[config.mk]
export PLATFORM = sky130hd
export DESIGN_NAME = alu_uart_sequencer
export DESIGN_NICKNAME = d
export VERILOG_FILES = /design/src/rtl/alu_uart_sequencer.sv
export SDC_FILE = /design/constraint.sdc
export NUM_CORES = 1
export LEC_CHECK = 0
export ABC_AREA = 1
export BUFFER_PORTS_ARGS = -buffer_cell sky130_fd_sc_hd__buf_2
export CAP_MARGIN = 10
export CORE_MARGIN = 2
export CORE_UTILIZATION = 51
export DETAILED_ROUTE_END_ITERATION = 7
export MAX_ROUTING_LAYER = met4
export PLACE_DENSITY = 0.82
export SLEW_MARGIN = 30
export SYNTH_ARGS = -nofsm -noshare
export SYNTH_HDL_FRONTEND = slang
export SYNTH_SLANG_ARGS = --single-unit
export TNS_END_PERCENT = 100
[constraint.sdc]
create_clock -name i_clk -period 2.7 [get_ports i_clk]
set_input_delay 0.27 -clock i_clk [delete_from_list [all_inputs] [get_ports i_clk]]
set_output_delay 0.27 -clock i_clk [all_outputs]
set_load 0.05 [all_outputs]
[src/rtl/alu_uart_sequencer.sv]
// Byte-stream sequencer for the shared ALU: collects A, B and opcode bytes, then returns the result over valid/ready.
// Optional inter-byte timeout enabled by defining ALU_SEQ_TIMEOUT_EN.
module alu_uart_sequencer #(
   parameter int unsigned NB_DATA = 8,
   parameter int unsigned NB_OP   = 6,
   parameter int unsigned TIMEOUT = 100000
) (
   input  logic               i_clk,
   input  logic               i_reset,
   input  logic [NB_DATA-1:0] i_rx_data,
   input  logic               i_rx_valid,
   output logic [NB_DATA-1:0] o_alu_data_A,
   output logic [NB_DATA-1:0] o_alu_data_B,
   output logic [NB_OP-1:0]   o_alu_op,
   input  logic [NB_DATA-1:0] i_alu_result,
   output logic [NB_DATA-1:0] o_tx_data,
   output logic               o_tx_valid,
   input  logic               i_tx_ready,
   output logic               o_busy,
   output logic               o_timeout
);

   typedef enum logic [2:0] {
      S_WAIT_A,
      S_WAIT_B,
      S_WAIT_OP,
      S_EXEC,
      S_SEND
   } state_e;

   state_e             state_q, state_d;
   logic [NB_DATA-1:0] a_q, a_d;
   logic [NB_DATA-1:0] b_q, b_d;
   logic [NB_OP-1:0]   op_q, op_d;
   logic [NB_DATA-1:0] tx_q, tx_d;
   logic               txv_q, txv_d;
   logic               expire_c;

   if (TIMEOUT < 2) begin : g_timeout_chk
      $error("TIMEOUT must be >= 2");
   end

`ifdef ALU_SEQ_TIMEOUT_EN
   localparam int unsigned CNT_W = $clog2(TIMEOUT);

   logic [CNT_W-1:0] cnt_q, cnt_d;
   logic             tmo_q;
   logic             counting_c;

   // Counter idles at zero outside the operand/opcode waits and restarts on every accepted byte.
   always_comb begin
      cnt_d      = '0;
      expire_c   = 1'b0;
      counting_c = (state_q == S_WAIT_B) || (state_q == S_WAIT_OP);
      if (counting_c && !i_rx_valid) begin
         if (cnt_q == CNT_W'(TIMEOUT - 1)) begin
            expire_c = 1'b1;
         end else begin
            cnt_d = cnt_q + CNT_W'(1);
         end
      end
   end

   always_ff @(posedge i_clk or negedge i_reset) begin
      if (!i_reset) begin
         cnt_q <= '0;
         tmo_q <= 1'b0;
      end else begin
         cnt_q <= cnt_d;
         tmo_q <= expire_c;
      end
   end

   assign o_timeout = tmo_q;
`else
   assign expire_c  = 1'b0;
   assign o_timeout = 1'b0;
`endif

   // Next-state and register updates; a byte arriving in the expiry cycle takes priority.
   always_comb begin
      state_d = state_q;
      a_d     = a_q;
      b_d     = b_q;
      op_d    = op_q;
      tx_d    = tx_q;
      txv_d   = txv_q;
      case (state_q)
         S_WAIT_A: begin
            if (i_rx_valid) begin
               a_d     = i_rx_data;
               state_d = S_WAIT_B;
            end
         end
         S_WAIT_B: begin
            if (i_rx_valid) begin
               b_d     = i_rx_data;
               state_d = S_WAIT_OP;
            end else if (expire_c) begin
               state_d = S_WAIT_A;
            end
         end
         S_WAIT_OP: begin
            if (i_rx_valid) begin
               op_d    = i_rx_data[NB_OP-1:0];
               state_d = S_EXEC;
            end else if (expire_c) begin
               state_d = S_WAIT_A;
            end
         end
         S_EXEC: begin
            tx_d    = i_alu_result;
            txv_d   = 1'b1;
            state_d = S_SEND;
         end
         S_SEND: begin
            if (txv_q && i_tx_ready) begin
               txv_d   = 1'b0;
               state_d = S_WAIT_A;
            end
         end
         default: begin
            state_d = S_WAIT_A;
            txv_d   = 1'b0;
         end
      endcase
   end

   always_ff @(posedge i_clk or negedge i_reset) begin
      if (!i_reset) begin
         state_q <= S_WAIT_A;
         a_q     <= '0;
         b_q     <= '0;
         op_q    <= '0;
         tx_q    <= '0;
         txv_q   <= 1'b0;
      end else begin
         state_q <= state_d;
         a_q     <= a_d;
         b_q     <= b_d;
         op_q    <= op_d;
         tx_q    <= tx_d;
         txv_q   <= txv_d;
      end
   end

   assign o_alu_data_A = a_q;
   assign o_alu_data_B = b_q;
   assign o_alu_op     = op_q;
   assign o_tx_data    = tx_q;
   assign o_tx_valid   = txv_q;
   assign o_busy       = (state_q != S_WAIT_A);

endmodule

==> results.toml, run 1 <==
[floorplan]
die-area_um2 = 3228
die_h_um = 56.82
fp-row-count = 19
ios = 53
dieWidth_um = 56.82
core_um2 = 2710
initial_core_util_pct = 52.49

[cts]
cts_setup_buffers = 0
cts-hold-fix-buffers = 1
htreeDepth = 2
cts_root_buffer = "clkbuf_4"
cts_tree = "done"
clockBufferDepth = 2
cts_buffers = 5
clock-sinks = 34
cts_resized = 0
insertion_delay_ns = 0.34
path_clk_slew_ns = 0.10

[logic_synthesis]
synth_most_common_cell = "nand2_1"
synthTopCellsByCount = "nand2_1 (42), dfrtp_1 (34), inv_1 (18)"
synth_top_area_cell = "dfrtp_1"
syn-num-nets = 164
async_reset_ff_share_pct = 100.0
synth_edf_count = 0
netlist_instances = 144
netlist_area_um2 = 1423
ys_warn_count = 0
synthTopCellsByArea = "dfrtp_1 (60%), nand2_1 (11%), inv_1 (4.7%)"
seq_area_frac_synth_pct = 59.81
synth_cell_types = 16
avgSynthCellArea_um2 = 9.879
yosys_most_used_dff = "dfrtp_1"
postSynthRegisterBits = 34
yosysTopAreaCellShare_pct = 59.81

[routing]
wire_per_inst_um = 12.67
ant_nets = 0
wl_met1_um = 1200
wl_um = 2902
drt_iter0_drc = 33
first_pass_iters = 4
wl_met3_um = 136
via_count = 1131
routed-wl-met2_um = 1507
vias_per_cell = 4.939
drc_errors = 0
dr.max_layer_used = "met4"

[placement]
dp_hpwl_um = 2115
post-place-ws_ns = 1.316
place_congestion = 0.6990
portBuffers = 51

[timing]
setup_viol = 0
setup-tns-final_ns = 0
finalHoldViolCount = 0
fin_ws_ns = 1.057
tightest_slew_ns = 0.7236
max-slew-margin-rel_pct = 51.76
slew_violations = 0
fin_crit_sh_pct = 60.86
fmax_ghz = 0.6085
min_period_ns = 1.643
rsz0062_at_grt = "no"
clock_skew_ns = 0.01337

[critical_path]
slowest_stage = "dfrtp_1"
worstSetupPathType = "register to output port"
path_cells = "inv_1 > nand2_1 > buf_2"
arrival_ns = 1.37
path_max_fanout = 7
cp-start-kind = "register"
worstPathRequired_ns = 2.43
critPathMaxStageDelay_ns = 0.56
cp-end-kind = "output port"

[final_layout]
drive_gt1_share_pct = 35.86
areaGrowthSynthToFinish_pct = 25.15
num-fill-cells = 229
diodes = 0
fin_nets = 217

[worst_hold_path]
min_path_type = "primary input to register"

[status]
status = "completed"

[run]
maxCapViolations = 0

[global_route]
grt_overflow = 0
grt_pass1_wl_um = 4843
grt_start_max_net_pins = 35
grt_usage_pct = 21.05
antenna_found_initial = 0
grt_pass1_vias = 1090
==> critical path: cells and delay by family, from the launching register on <==
family        cells  cell delay [ns]
simple gates      1             0.08
buf+inv           2             0.39
flops             1             0.56
==> kinds of logic after synthesis <==
kind of cell | count (synthesis) | share of synthesized area [%]
flops | 34 | 59.81
buf+inv | 24 | 8.794
other cells | 1 | 0.2636
compound gates | 30 | 12.40
simple gates | 55 | 18.73
==> state kept, by name, summed over array words and instances, names as in the netlist <==
| signal | flops |
|---|---|
| o_alu_data_A | 8 |
| o_alu_data_B | 8 |
| o_alu_op | 6 |
| o_tx_data | 8 |
| o_tx_valid | 1 |
| state_q | 3 |
==> stage by stage <==
step | utilization (%) | hold WS [ns] | cells | cell area [um2]
2_1_floorplan | - | -0.02559 | 144 | 1423
3_3_place_gp | 61.22 | 0.3498 | 220 | 1659
3_5_place_dp | 61.22 | 0.3740 | 220 | 1659
4_1_cts | 65.70 | 0.1615 | 229 | 1780
5_1_grt | 65.70 | 0.1747 | 229 | 1780
6_report | 65.70 | 0.1750 | 229 | 1780
==> worst paths after layout <==
| path | endpoint | slack (ns) | from | cells past startpoint |
|---|---|---|---|---|
| hold reg to reg | o_tx_data[5] | 0.49 | o_tx_data[5] | 2 |
| max in group asynchronous | o_alu_data_B[5] | 1.71 | i_reset | 2 |
| min in group asynchronous | o_alu_data_B[3] | 0.51 | i_reset | 2 |
| setup reg to reg | o_alu_op[1] | 1.32 | state_q[0] | 4 |
| setup / recovery | o_busy | 1.06 | state_q[0] | 3 |
| hold / removal | o_tx_data[5] | 0.17 | i_alu_result[5] | 3 |
==> routing by layer <==
layer	track usage, %	up-vias
met4	12.62	0
met3	6.452	5
met5	-	-
li1	-	561
met1	24.65	535
met2	31.89	30
==> cells in the final DEF (no fill, tap or decap) <==
cell | Yosys | routed
nand3_1 | 4 | 4
nor2_4 | 2 | 2
inv_1 | 18 | 18
nand3_4 | 2 | 2
clkbuf_8 | 0 | 1
clkbuf_4 | 0 | 5
nor2_1 | 2 | 2
buf_2 | 1 | 51
dfrtp_1 | 34 | 34
o21ai_1 | 10 | 10
nand4_1 | 2 | 2
nand3b_2 | 1 | 1
conb_1 | 1 | 1
nand2_1 | 42 | 42
o21ai_0 | 13 | 13
o21ai_2 | 7 | 7
dlygate4sd3_1 | 0 | 1
bufinv_16 | 0 | 2
==> layout make-up <==
class                   count  area, um2  share of cell area, %
flip-flops and latches     34      850.8                  47.79
multi-input cells          86      446.7                  25.09
repair buffers             52      265.3                  14.90
inverters                  18      67.56                  3.795
clock inverters             2      60.06                  3.373
clock buffers               6      51.30                  2.881
well taps                  31      38.79                  2.178
Power of run 1 is not shown: default switching activity piles up to over one toggle a cycle in this logic, so the estimate is an artifact.
==> run 2, diff against run 1 <==
- CORE_UTILIZATION: 51 -> 48
- PLACE_DENSITY: 0.82 -> 0.78
- clock period: 2.7 -> 1.6 ns (I/O delays scaled with it)
==> results.toml, run 2 (synthesis results as in run 1) <==
[routing]
drt_iter0_drc = 23
wl_met1_um = 1223
ant_nets = 0
drc_errors = 0
wire_per_inst_um = 12.85
wl_met3_um = 109
dr.max_layer_used = "met4"
vias_per_cell = 4.909
first_pass_iters = 4
via_count = 1129
wl_um = 2955
routed-wl-met2_um = 1557

[timing]
max-slew-margin-rel_pct = 51.29
setup-tns-final_ns = 0
setup_viol = 0
fmax_ghz = 0.6881
slew_violations = 0
tightest_slew_ns = 0.7307
clock_skew_ns = 0.004825
rsz0062_at_grt = "no"
fin_hold_ws_ns = 0.05657
fin_crit_sh_pct = 90.83
finalHoldViolCount = 0
min_period_ns = 1.453

[run]
maxCapViolations = 0

[cts]
clock-sinks = 34
path_clk_slew_ns = 0.11
insertion_delay_ns = 0.34
cts_tree = "done"
cts_root_buffer = "clkbuf_4"
cts_buffers = 5
htreeDepth = 2
clockBufferDepth = 2

[placement]
placed_cell_area_um2 = 1659
dp_hpwl_um = 2154
place_congestion = 0.7441
portBuffers = 51

[critical_path]
cp-end-kind = "output port"
critPathMaxStageDelay_ns = 0.49
path_buf_inv = 2
worstPathRequired_ns = 1.44
worstSetupPathType = "register to output port"
path_cells = "inv_1 > nand2_1 > buf_2"
slowest_stage = "dfrtp_2"
cp_top_family = "flip-flops"
path_max_fanout = 7
arrival_ns = 1.29
startpoint = "state_q[0]"
regToRegStartpoint = "state_q[0]"
cp-start-kind = "register"

[final_layout]
design_area_um2 = 1742
areaGrowthSynthToFinish_pct = 22.43
layout_common_cells = "buf_2 (51), nand2_1 (42), dfrtp_1 (33), inv_1 (18), o21ai_0 (13)"
diodes = 0
num-fill-cells = 256
fin_nets = 218
final_common_cell = "buf_2"
drive_gt1_share_pct = 36.68

[floorplan]
initial_core_util_pct = 51.15
ios = 53
die-area_um2 = 3415
core_um2 = 2781
dieWidth_um = 58.44
fp-row-count = 19
die_h_um = 58.44

[global_route]
grt_pass1_wl_um = 4926
grt_usage_pct = 20.25
antenna_found_initial = 0
grt_start_max_net_pins = 35
grt_pass1_vias = 1130
grt_overflow = 0

[worst_hold_path]
min-delay-start = "i_alu_result[3]"
min_path_type = "primary input to register"

[status]
status = "completed"
[run 2: layout make-up]
class | count | area, um2 | share of cell area [%]
flip-flops and latches | 34 | 852.1 | 48.92
multi-input cells | 86 | 446.7 | 25.65
repair buffers | 53 | 272.8 | 15.66
inverters | 18 | 67.56 | 3.879
clock buffers | 6 | 51.30 | 2.945
well taps | 31 | 38.79 | 2.227
clock inverters | 2 | 12.51 | 0.7184
[run 2: final timing paths]
kind | endpoint | slack [ns] | depth (start not counted)
setup / recovery | o_busy | 0.15 | 3
hold / removal | o_tx_data[3] | 0.06 | 3
hold reg to reg | o_tx_data[3] | 0.49 | 2
max in group asynchronous | state_q[0] | 0.68 | 2
setup reg to reg | o_alu_op[3] | 0.23 | 4
min in group asynchronous | o_alu_op[0] | 0.41 | 2
[run 2: layer usage]
layer / track usage, % / up-vias
met2: 33.23 / 26
li1: - / 562
met3: 4.835 / 8
met4: 10.30 / 0
met1: 23.09 / 533
met5: - / -
[run 2: per-stage QoR]
stage                     setup slack (ns)  util (%)  cells
final                               0.1468     62.62    230
after global routing               0.09092     62.62    230
after CTS                          0.01354     62.30    229
after detailed placement            0.2448     59.65    220
after global placement              0.3560     59.65    220
after floorplan                     0.4242         -    144
[run 2: what timing repair did]
item / in CTS / in global routing
setup endpoints to repair: 0 / 1
hold endpoints to repair: 34 / 0
hold buffers: 1 / 0
resized for setup: 0 / 1
setup buffers: 0 / 1
[run 2: worst min-delay path, cell delays in order]
cell and delay [ns]:
buf_2 0.09, inv_1 0.04, o21ai_0 0.07
Power of run 2 is left out for the same reason.
==> run 3, diff against run 2 <==
- CORE_UTILIZATION: 48 -> 51
- PLACE_DENSITY: 0.78 -> 0.82
- clock period: 1.6 -> 1.7 ns (I/O delays scaled with it)
==> results.toml, run 3 (synthesis results as in run 1) <==
[cts]
path_clk_slew_ns = 0.10
clockBufferDepth = 2
clock-sinks = 34
insertion_delay_ns = 0.33
cts_buffers = 5
htreeDepth = 2
cts_setup_buffers = 0
cts_root_buffer = "clkbuf_4"
cts_tree = "done"

[floorplan]
initial_core_util_pct = 52.49
fp-row-count = 19
core_um2 = 2710
die-area_um2 = 3228
ios = 53
dieWidth_um = 56.82
die_h_um = 56.82

[critical_path]
critPathMaxStageDelay_ns = 0.56
path_max_fanout = 7
cp-start-kind = "register"
worstPathRequired_ns = 1.53
arrival_ns = 1.38
cp-end-kind = "output port"
worstSetupPathType = "register to output port"
slowest_stage = "dfrtp_1"
path_cells = "inv_1 > nand2_1 > buf_2"

[timing]
max-slew-margin-rel_pct = 52.55
finalHoldViolCount = 0
rsz0062_at_grt = "no"
clock_skew_ns = 0.01111
setup-tns-final_ns = 0
fin_crit_sh_pct = 91.09
fmax_ghz = 0.6458
slew_violations = 0
tightest_slew_ns = 0.7118
setup_viol = 0
min_period_ns = 1.549

[routing]
drc_errors = 0
first_pass_iters = 4
wl_um = 2979
ant_nets = 0
via_count = 1149
vias_per_cell = 5.039
wire_per_inst_um = 13.07
drt_iter0_drc = 25

[final_layout]
multi_input_area_um2 = 446.7
num-fill-cells = 241
areaGrowthSynthToFinish_pct = 23.04
final_common_cell = "buf_2"
drive_gt1_share_pct = 35.53
fin_nets = 217
layout_common_cells = "buf_2 (51), nand2_1 (42), dfrtp_1 (34), inv_1 (18), o21ai_0 (13)"
register_area_um2 = 850.8
diodes = 0

[placement]
place_congestion = 0.7162
dp_hpwl_um = 2190
portBuffers = 51

[run]
maxCapViolations = 0

[global_route]
grt_start_max_net_pins = 35
antenna_found_initial = 0
grt_pass1_vias = 1129
grt_pass1_wl_um = 4968
grt_overflow = 0
grt_usage_pct = 21.39

[worst_hold_path]
min_path_type = "primary input to register"

[status]
status = "completed"
## run 3: critical path, delay by kind of cell, from the launching register on
family,cells,cell delay [ns]
DFF,1,0.56
buffers and inverters,2,0.40
and+or+nand+nor,1,0.09
## run 3: per-stage QoR
stage	setup WS (ns)	std cells	hold WS [ns]	instance area, um2	utilization [%]
2_1_floorplan	0.5242	144	-0.1256	1423	-
5_1_grt	0.07832	228	0.07567	1750	64.59
6_report	0.1515	228	0.08010	1750	64.59
3_5_place_dp	0.3473	220	0.2759	1659	61.22
3_3_place_gp	0.4682	220	0.2497	1659	61.22
4_1_cts	0.1443	228	0.07111	1750	64.59
## run 3: worst paths after layout
check	cells past startpoint	slack, ns	startpoint	endpoint
max	3	0.15	state_q[0]	o_busy
min	3	0.08	i_alu_result[6]	o_tx_data[6]
max reg2reg	3	0.32	state_q[0]	o_alu_op[5]
min reg2reg	2	0.49	o_alu_op[1]	o_alu_op[1]
max in group asynchronous	2	0.81	i_reset	o_alu_data_A[0]
min in group asynchronous	2	0.42	i_reset	o_alu_data_A[3]
## run 3: timing repair
action	in CTS	in global routing
resized for setup	0	0
endpoints found under the hold margin	34	0
hold buffers	1	0
## run 3: routing by layer
metal | global-route usage, % | share of wire (%) | routed length, um
met2 | 35.71 | 55 | 1627
met1 | 23.23 | 39 | 1150
met4 | 8.638 | 1.4 | 42
met5 | - | 0 | 0
met3 | 7.604 | 5.3 | 159
## run 3: layout make-up
type,count,share of cell area (%)
multi-input cells,86,25.52
repair buffers,52,15.15
clock inverters,1,1.716
clock buffers,6,2.931
flip-flops and latches,34,48.61
well taps,31,2.216
inverters,18,3.860
Power of run 3 is left out for the same reason.
